--- src/rtl/hazard_scoreboard.sv ---
// In-flight write scoreboard for the pipelined cpu: picks a forwarding source per
// operand or stalls issue, with load-use latency, flush and saturating perf counters.
module hazard_scoreboard #(
  parameter int REG_ADDR_W = 5,
  parameter int DEPTH      = 3,
  parameter int FWD_EN     = 1,
  parameter int LOAD_READY = 2,
  parameter int CNT_W      = 16
) (
  input  logic                         clock,
  input  logic                         reset,
  input  logic                         issue_valid,
  input  logic [REG_ADDR_W-1:0]        issue_rs1,
  input  logic [REG_ADDR_W-1:0]        issue_rs2,
  input  logic                         issue_rs1_used,
  input  logic                         issue_rs2_used,
  input  logic [REG_ADDR_W-1:0]        issue_rd,
  input  logic                         issue_regwrite,
  input  logic                         issue_is_load,
  input  logic                         flush,
  output logic                         stall,
  output logic                         issue_accept,
  output logic [$clog2(DEPTH+1)-1:0]   fwd_sel_rs1,
  output logic [$clog2(DEPTH+1)-1:0]   fwd_sel_rs2,
  output logic [$clog2(DEPTH+1)-1:0]   inflight_count,
  output logic [CNT_W-1:0]             stall_count,
  output logic [CNT_W-1:0]             hazard_count
);

  localparam int SEL_W = $clog2(DEPTH+1);

  typedef struct packed {
    logic             hazard;
    logic [SEL_W-1:0] sel;
  } lookup_t;

  logic [DEPTH:1]          valid_q, valid_d;
  logic [DEPTH:1]          load_q, load_d;
  logic [REG_ADDR_W-1:0]   rd_q [1:DEPTH];
  logic [REG_ADDR_W-1:0]   rd_d [1:DEPTH];
  logic [SEL_W-1:0]        count_q, count_d;
  logic                    stall_q;
  logic [CNT_W-1:0]        stall_cnt_q, stall_cnt_d;
  logic [CNT_W-1:0]        hazard_cnt_q, hazard_cnt_d;
  lookup_t                 lk1, lk2;

  // Oldest-to-youngest scan so the youngest match overwrites older ones.
  function automatic lookup_t lookup(input logic used, input logic [REG_ADDR_W-1:0] rs);
    lookup_t r;
    r = '0;
    for (int k = DEPTH; k >= 1; k--) begin
      if (used && (rs != '0) && valid_q[k] && (rd_q[k] == rs)) begin
        r.hazard = (FWD_EN == 0) || (load_q[k] && (k < LOAD_READY));
        r.sel    = SEL_W'(k);
      end
    end
    if ((FWD_EN == 0) || r.hazard) r.sel = '0;
    return r;
  endfunction

  always_comb begin
    lk1          = lookup(issue_rs1_used, issue_rs1);
    lk2          = lookup(issue_rs2_used, issue_rs2);
    stall        = issue_valid & ~flush & (lk1.hazard | lk2.hazard);
    issue_accept = issue_valid & ~flush & ~stall;
    fwd_sel_rs1  = stall ? '0 : lk1.sel;
    fwd_sel_rs2  = stall ? '0 : lk2.sel;
  end

  always_comb begin
    valid_d = '0;
    load_d  = '0;
    for (int k = 1; k <= DEPTH; k++) rd_d[k] = '0;
    count_d = '0;
    if (!flush) begin
      valid_d[1]       = issue_accept & issue_regwrite & (issue_rd != '0);
      valid_d[DEPTH:2] = valid_q[DEPTH-1:1];
    end
    load_d[1]       = issue_is_load;
    load_d[DEPTH:2] = load_q[DEPTH-1:1];
    rd_d[1]         = issue_rd;
    for (int k = 2; k <= DEPTH; k++) rd_d[k] = rd_q[k-1];
    for (int k = 1; k <= DEPTH; k++) count_d = count_d + SEL_W'(valid_d[k]);
  end

  always_comb begin
    stall_cnt_d  = stall_cnt_q;
    hazard_cnt_d = hazard_cnt_q;
    if (stall && (stall_cnt_q != '1)) stall_cnt_d = stall_cnt_q + CNT_W'(1);
    if (stall && !stall_q && (hazard_cnt_q != '1)) hazard_cnt_d = hazard_cnt_q + CNT_W'(1);
  end

  always_ff @(posedge clock or negedge reset) begin
    if (!reset) begin
      valid_q      <= '0;
      load_q       <= '0;
      for (int k = 1; k <= DEPTH; k++) rd_q[k] <= '0;
      count_q      <= '0;
      stall_q      <= 1'b0;
      stall_cnt_q  <= '0;
      hazard_cnt_q <= '0;
    end else begin
      valid_q      <= valid_d;
      load_q       <= load_d;
      for (int k = 1; k <= DEPTH; k++) rd_q[k] <= rd_d[k];
      count_q      <= count_d;
      stall_q      <= stall;
      stall_cnt_q  <= stall_cnt_d;
      hazard_cnt_q <= hazard_cnt_d;
    end
  end

  assign inflight_count = count_q;
  assign stall_count    = stall_cnt_q;
  assign hazard_count   = hazard_cnt_q;

endmodule

--- config.mk ---
export PLATFORM = sky130hd
export DESIGN_NAME = hazard_scoreboard
export DESIGN_NICKNAME = d
export VERILOG_FILES = /design/src/rtl/hazard_scoreboard.sv
export SDC_FILE = /design/constraint.sdc
export NUM_CORES = 1
export LEC_CHECK = 0
export CAP_MARGIN = 20
export CORE_UTILIZATION = 30
export CTS_BUF_LIST = sky130_fd_sc_hd__clkbuf_4
export DETAILED_ROUTE_END_ITERATION = 12
export HOLD_SLACK_MARGIN = 0.05
export PLACE_DENSITY_LB_ADDON = 0.1
export SLEW_MARGIN = 20
export SYNTH_ARGS = -nofsm -noshare
export SYNTH_HDL_FRONTEND = slang
export SYNTH_SLANG_ARGS = --single-unit
--- constraint.sdc ---
create_clock -name clock -period 5.8 [get_ports clock]
set_input_delay 1.16 -clock clock [delete_from_list [all_inputs] [get_ports clock]]
set_output_delay 1.16 -clock clock [all_outputs]
set_load 0.005 [all_outputs]
# Word level (Yosys, flattened, before mapping)
# Cells that the tools add are included.
[word_totals] reg_bits=54 input_bits=23 out_inout_bits=40 wordCells=61
[op_classes] add_sub_neg=4 n_eq_ne=8 muxes=11 n_bitwise=8 reduce_logical=21
[op_table] operator="$add 16x1->16 const B" count=2
[op_table] operator="$ne 16x16->1 const B" count=2
[op_table] operator="$eq 5x5->1" count=6
[op_table] operator="$logic_and 1x1->1" count=17
[op_table] operator="$mux 2" count=8
[op_table] operator="$reduce_bool 5->1" count=3
[op_table] operator="$mux 3" count=3
[op_table] operator="$and 1x1->1" count=5
[op_table] operator="$add 1x1->2" count=1
[op_table] operator="$add 2x1->2" count=1
[op_table] operator="$not 1->1" count=2
[op_table] operator="$logic_not 1->1" count=1
[op_table] operator="$or 1x1->1" count=1

# Logic depth before layout (Yosys ltp)
[depth] ltp_word=16 mapped_depth=8 ltp_nobuf=7

# Least setup slack after synthesis
# OpenSTA, ideal clock, no wires.
[synth_path] path_kind="input to output" start="input issue_rs2[1]" end="output fwd_sel_rs1[0]" arrival_time_ps=2680 t_required_ps=4640 path_slack_ps=1960 cell_stages=6 path_buffers=0 cell_sequence="or4_1 > o21ai_2 > nand4b_2 > nor2_1 > or4_1 > mux2i_1"
[synth_via] elab_chain_len=8 word_cells_on_any_way=9
[synth_lines] element="start: declaration" line_no="14" source="input logic [REG_ADDR_W-1:0] issue_rs2,"
[synth_lines] element="$reduce_bool 5->1" line_no="52" source="if (used && (rs != '0) && valid_q[k] && (rd_q[k] == rs)) begin"
[synth_lines] element="$logic_and 1x1->1 (2 in series)" line_no="52"
[synth_lines] element="$logic_and 1x1->1 *" line_no="52"
[synth_lines] element="$mux 3 *" line_no="52"
[synth_lines] element="$or 1x1->1 *" line_no="64" source="stall = issue_valid & ~flush & (lk1.hazard | lk2.hazard);"
[synth_lines] element="$and 1x1->1 *" line_no="64"
[synth_lines] element="$mux 2 *" line_no="66" source="fwd_sel_rs1 = stall ? '0 : lk1.sel;"
[synth_lines] element="end: declaration" line_no="23" source="output logic [$clog2(DEPTH+1)-1:0] fwd_sel_rs1,"
# Mark *: on every way between the ends. The rest lies on a longest branch, timed or not.

# Final worst setup path
[layout_path] start="input issue_rs2[2]" end="output fwd_sel_rs1[0]"
# The elaborated chain is that of the path after synthesis.

==> summary.md <==
The final setup slack of the worst path was 795.1 ps. The critical path is of the input pin to output port type. After floorplanning, the core was divided into 34 placement rows. The number of buffers inserted during clock tree synthesis was 5; the largest net degree at the start of global routing was 55. The buffer cell driving the clock tree root is clkbuf_4. The tools report the final global-route overflow total as 0. The Yosys warning count came out at 0. Setup repair after global routing left no endpoint under its margin. Counting every sink on the clock net gives 54. Clock transition at the register clock pins on the worst setup and hold paths after CTS: 160 ps. Data on the critical path is required at its endpoint by 4640 ps.

The logs give 43 for the DRC marker count from the first detailed-route iteration and 63.2% for the relative contribution of sequential cells to total power. At the placement stage, the worst setup path has a slack of 756.4 ps. The worst setup path is captured at an output port. DRC violations left: 0. After synthesis, the share of cell area in mux cells is 2.521%.

The total internal power is 0.4612 mW, and the flop and latch count out of synthesis is 54. For the first-pass detailed-route iteration total, the log shows 4. IR analysis of the VDD net gives a maximum drop of 0.09109 mV. Detailed routing inserted a total of 1994 vias. Setup violations remaining at the end of the flow were counted as 0. The mapped netlist covers 2730 um2. The later pin in the worst-skew pair is clocked with a latency of 380 ps.

The tools report the origin of the worst setup path as issue_rs2[2]. Of the total power, the share spent switching nets is 25.63%. The number of antenna violations at the first check in global routing is 0, and the transition time at the pin with the least slew margin is 764.6 ps. Of the total synthesized cell area, the portion taken by AND, OR, NAND and NOR gates is 23.46%. The first global-routing pass estimated 10160 um of wire. In this run the deepest clock path goes through 2 buffers. The die covers 9486 um2.

Largest family of logic cells by synthesized area: simple AND/OR/NAND/NOR gates. In the final routed layout, each cell accounts on average for 14.28 um. TritonCTS built the clock tree. The average vias per placed instance was 4.748; the overall die height was 97.40 um. Adding up every negative setup slack in the final design gives 0 ps. The die is 97.40 um wide. In this run the worst setup path terminates at fwd_sel_rs1[0].

The clock arrives with 16.45 ps of skew. The congestion estimate from routability-driven global placement came to 0.7520. The logs give 1986 for the number of global-route vias before repair and 0.1589 mW for the net switching power. After layout, the worst path uses 86.29% of the clock period. The setup slack of the most critical reg-to-reg path is 3290 ps. The synthesized netlist devotes 17.64% of its cell area to XOR and XNOR gates. The average instance in the mapped netlist occupies 11.24 um2.

Static timing analysis puts the maximum clock frequency at 199.8 MHz. For this design the ratio of total power to cell area is 175.9 nW/um2. The data arrival time of the critical path is 3840 ps, and the count of input and output buffers is 62. The tools report the startpoint type of the worst setup path as an input pin.

The distinct cell type count of the synthesized netlist was 42. Global routing used 13.59% of the available tracks. For the number of pins exceeding their max-slew limit in the final report, the log shows 0.

The number of nets with antenna violations after routing was 0. Post-synth net total: 269. The post-CTS setup buffer count was 0.

The run gives 9.9% as the part of the total power dissipated in combinational logic. The tools report the initial core utilization as 31.15%. The worst path needs 5005 ps of the cycle, external delays included.

For this design the top-level I/O count stands at 63. The post-cts hold buffer count is 0. Core area: 8763 um2.

After Yosys synthesis, full adders, half adders and majority gates account for 1.650% of the synthesized area. After legalization and detailed placement, the total HPWL measured 4550 um. Sequential elements use 49.50% of the synthesized area.

In this run the number of H-tree levels came out at 2. The startpoint identified for the worst register-to-register timing path is rd_d[6]. Measured in cells, the most critical reg-to-reg path has a length of 5. The area growth from synthesis to layout is 29.15%. Type of the tightest min-delay check: register to register. For the relative contribution of the clock network to total power, the log shows 26.9%. The number of antenna repair diodes came out at 0.

Measured against its own limit, the worst slew margin works out to 48.94%. In this run the static leakage power is 1.490 nW. The flow ran to the end, and the final reports show no timing, DRC or antenna violations. In this run the critical register-to-register path is captured at stall_count[1]. The routed design has 5997 um of wire. The ratio of cells with drive above 1 in the final layout works out to 9.295%. Once the clock tree was built, the resizer swapped 0 gates to a different size.

The synthesized netlist cell count is 243, and the final number of hold-violating endpoints is 0. The run gives 0 as the reported max-cap violation count. After the last flow step, the layout net total stands at 337. In this run the worst path has a maximum fanout of 8.

Summing the areas of all compound-gate instances in the mapped netlist gives 4.079% of the synthesized area.
-- cell usage after synthesis (all sizes together) --
master | number | area share [%]
a31oi | 1 | 0.23
nor2 | 15 | 2.1
a2bb2oi | 1 | 0.32
nor4 | 7 | 3.6
and4 | 2 | 0.64
nand4 | 13 | 3.0
nand2 | 21 | 2.9
nand3b | 1 | 0.41
mux2i | 2 | 0.73
nand4b | 2 | 1.4
xnor2 | 33 | 11
and3b | 1 | 0.32
a21oi | 5 | 1.1
and3 | 5 | 1.1
a211o | 1 | 0.37
nand3 | 11 | 2.0
or4 | 3 | 0.82
inv | 4 | 0.55
fa | 1 | 0.73
or3 | 2 | 0.46
nor2b | 4 | 0.92
and2 | 2 | 0.46
mux2 | 4 | 1.8
dfrtp | 54 | 49
o311a | 1 | 0.37
ha | 2 | 0.92
or3b | 1 | 0.32
nor3 | 13 | 2.7
o21ai | 4 | 1.0
a211oi | 2 | 0.73
xor2 | 22 | 7.1
buf | 2 | 0.60
nand2b | 1 | 0.23
-- stage by stage --
| stage | total power, mW | hold WS [ps] | area [um2] | util [%] | std cells |
|---|---|---|---|---|---|
| after floorplan | 0.4243 | 408.7 | 2730 | - | 243 |
| after global placement | 0.4627 | 422.8 | 3472 | 39.62 | 412 |
| after detailed placement | 0.4622 | 422.4 | 3472 | 39.62 | 412 |
| after CTS | 0.6337 | 455.9 | 3526 | 40.23 | 420 |
| after global routing | 0.6525 | 464.8 | 3526 | 40.23 | 420 |
| final | 0.6202 | 451.7 | 3526 | 40.23 | 420 |
-- sequential cells by signal (all words and copies together), names as in the netlist --
register	cells
hazard_count	16
inflight_count	2
load_q	1
rd_d	10
rd_q	5
stall_count	16
stall_q	1
valid_q	3
-- worst min path at each step --
stage	from	endpoint	slack [ps]	depth (start not counted)
finish	rd_d[5]	rd_d[0]	450	0
global route	rd_d[2]	rd_q[2]	460	0
CTS	rd_d[5]	rd_d[0]	460	0
detailed placement	rd_d[2]	rd_q[2]	420	0
global placement	rd_d[2]	rd_q[2]	420	0
floorplan	rd_d[6]	rd_d[1]	410	0
-- area by class of cell --
| cell class | instances | area (um2) |
|---|---|---|
| Multi-Input combinational cell | 183 | 1348 |
| Timing Repair Buffer | 63 | 623.1 |
| Clock inverter | 3 | 16.27 |
| Tap cell | 108 | 135.1 |
| Sequential cell | 54 | 1351 |
| Inverter | 4 | 15.01 |
| Fill cell | 886 | 5238 |
| Clock buffer | 5 | 37.54 |
-- power by group through the flow --
| stage | clock, mW | sequential [mW] | combinational (mW) |
|---|---|---|---|
| after global routing | 0.191 | 0.394 | 0.0679 |
| after global placement | 0 | 0.399 | 0.0632 |
| after CTS | 0.178 | 0.392 | 0.0630 |
| after floorplan | 0 | 0.398 | 0.0268 |
| final | 0.167 | 0.392 | 0.0614 |
| after detailed placement | 0 | 0.399 | 0.0629 |
-- per-layer routing --
metal  up-vias  share of wire, %  GRT usage (%)
met3         6               3.9          3.237
li1        988                 -              -
met4         0               1.4          4.412
met5         -                 0              0
met1       957                47          17.88
met2        43                47          22.00
-- worst max-delay path, stage by stage --
cell and delay, ps:
clkdlybuf4s50_1 520, or4_1 570, o21ai_2 170, nand4b_2 260, nor2_1 90, or4_1 390
mux2i_1 140, clkdlybuf4s50_1 540
-- cells by family (layout without fill, tap and decap cells) --
kind of cell	count (synthesis)	count (layout)
buffers and inverters	6	75
muxes	6	6
adders and majority gates	3	3
AOI/OAI and AO/OA	15	15
and+or+nand+nor	104	104
xor gates and xnor gates	55	55
DFF	54	54
-- cell usage in the layout (no fill, tap or decap), drive strengths merged, types with 3 or more instances in the layout --
master	instances
nand4	13
inv	4
clkdlybuf4s50	61
clkbuf	5
nor4	7
or4	3
nor2	15
nor2b	4
xor2	22
nand2	21
and3	5
a21oi	5
o21ai	4
mux2	4
nor3	13
dfrtp	54
nand3	11
xnor2	33
No activity file was read; power rests on OpenSTA's default activity.
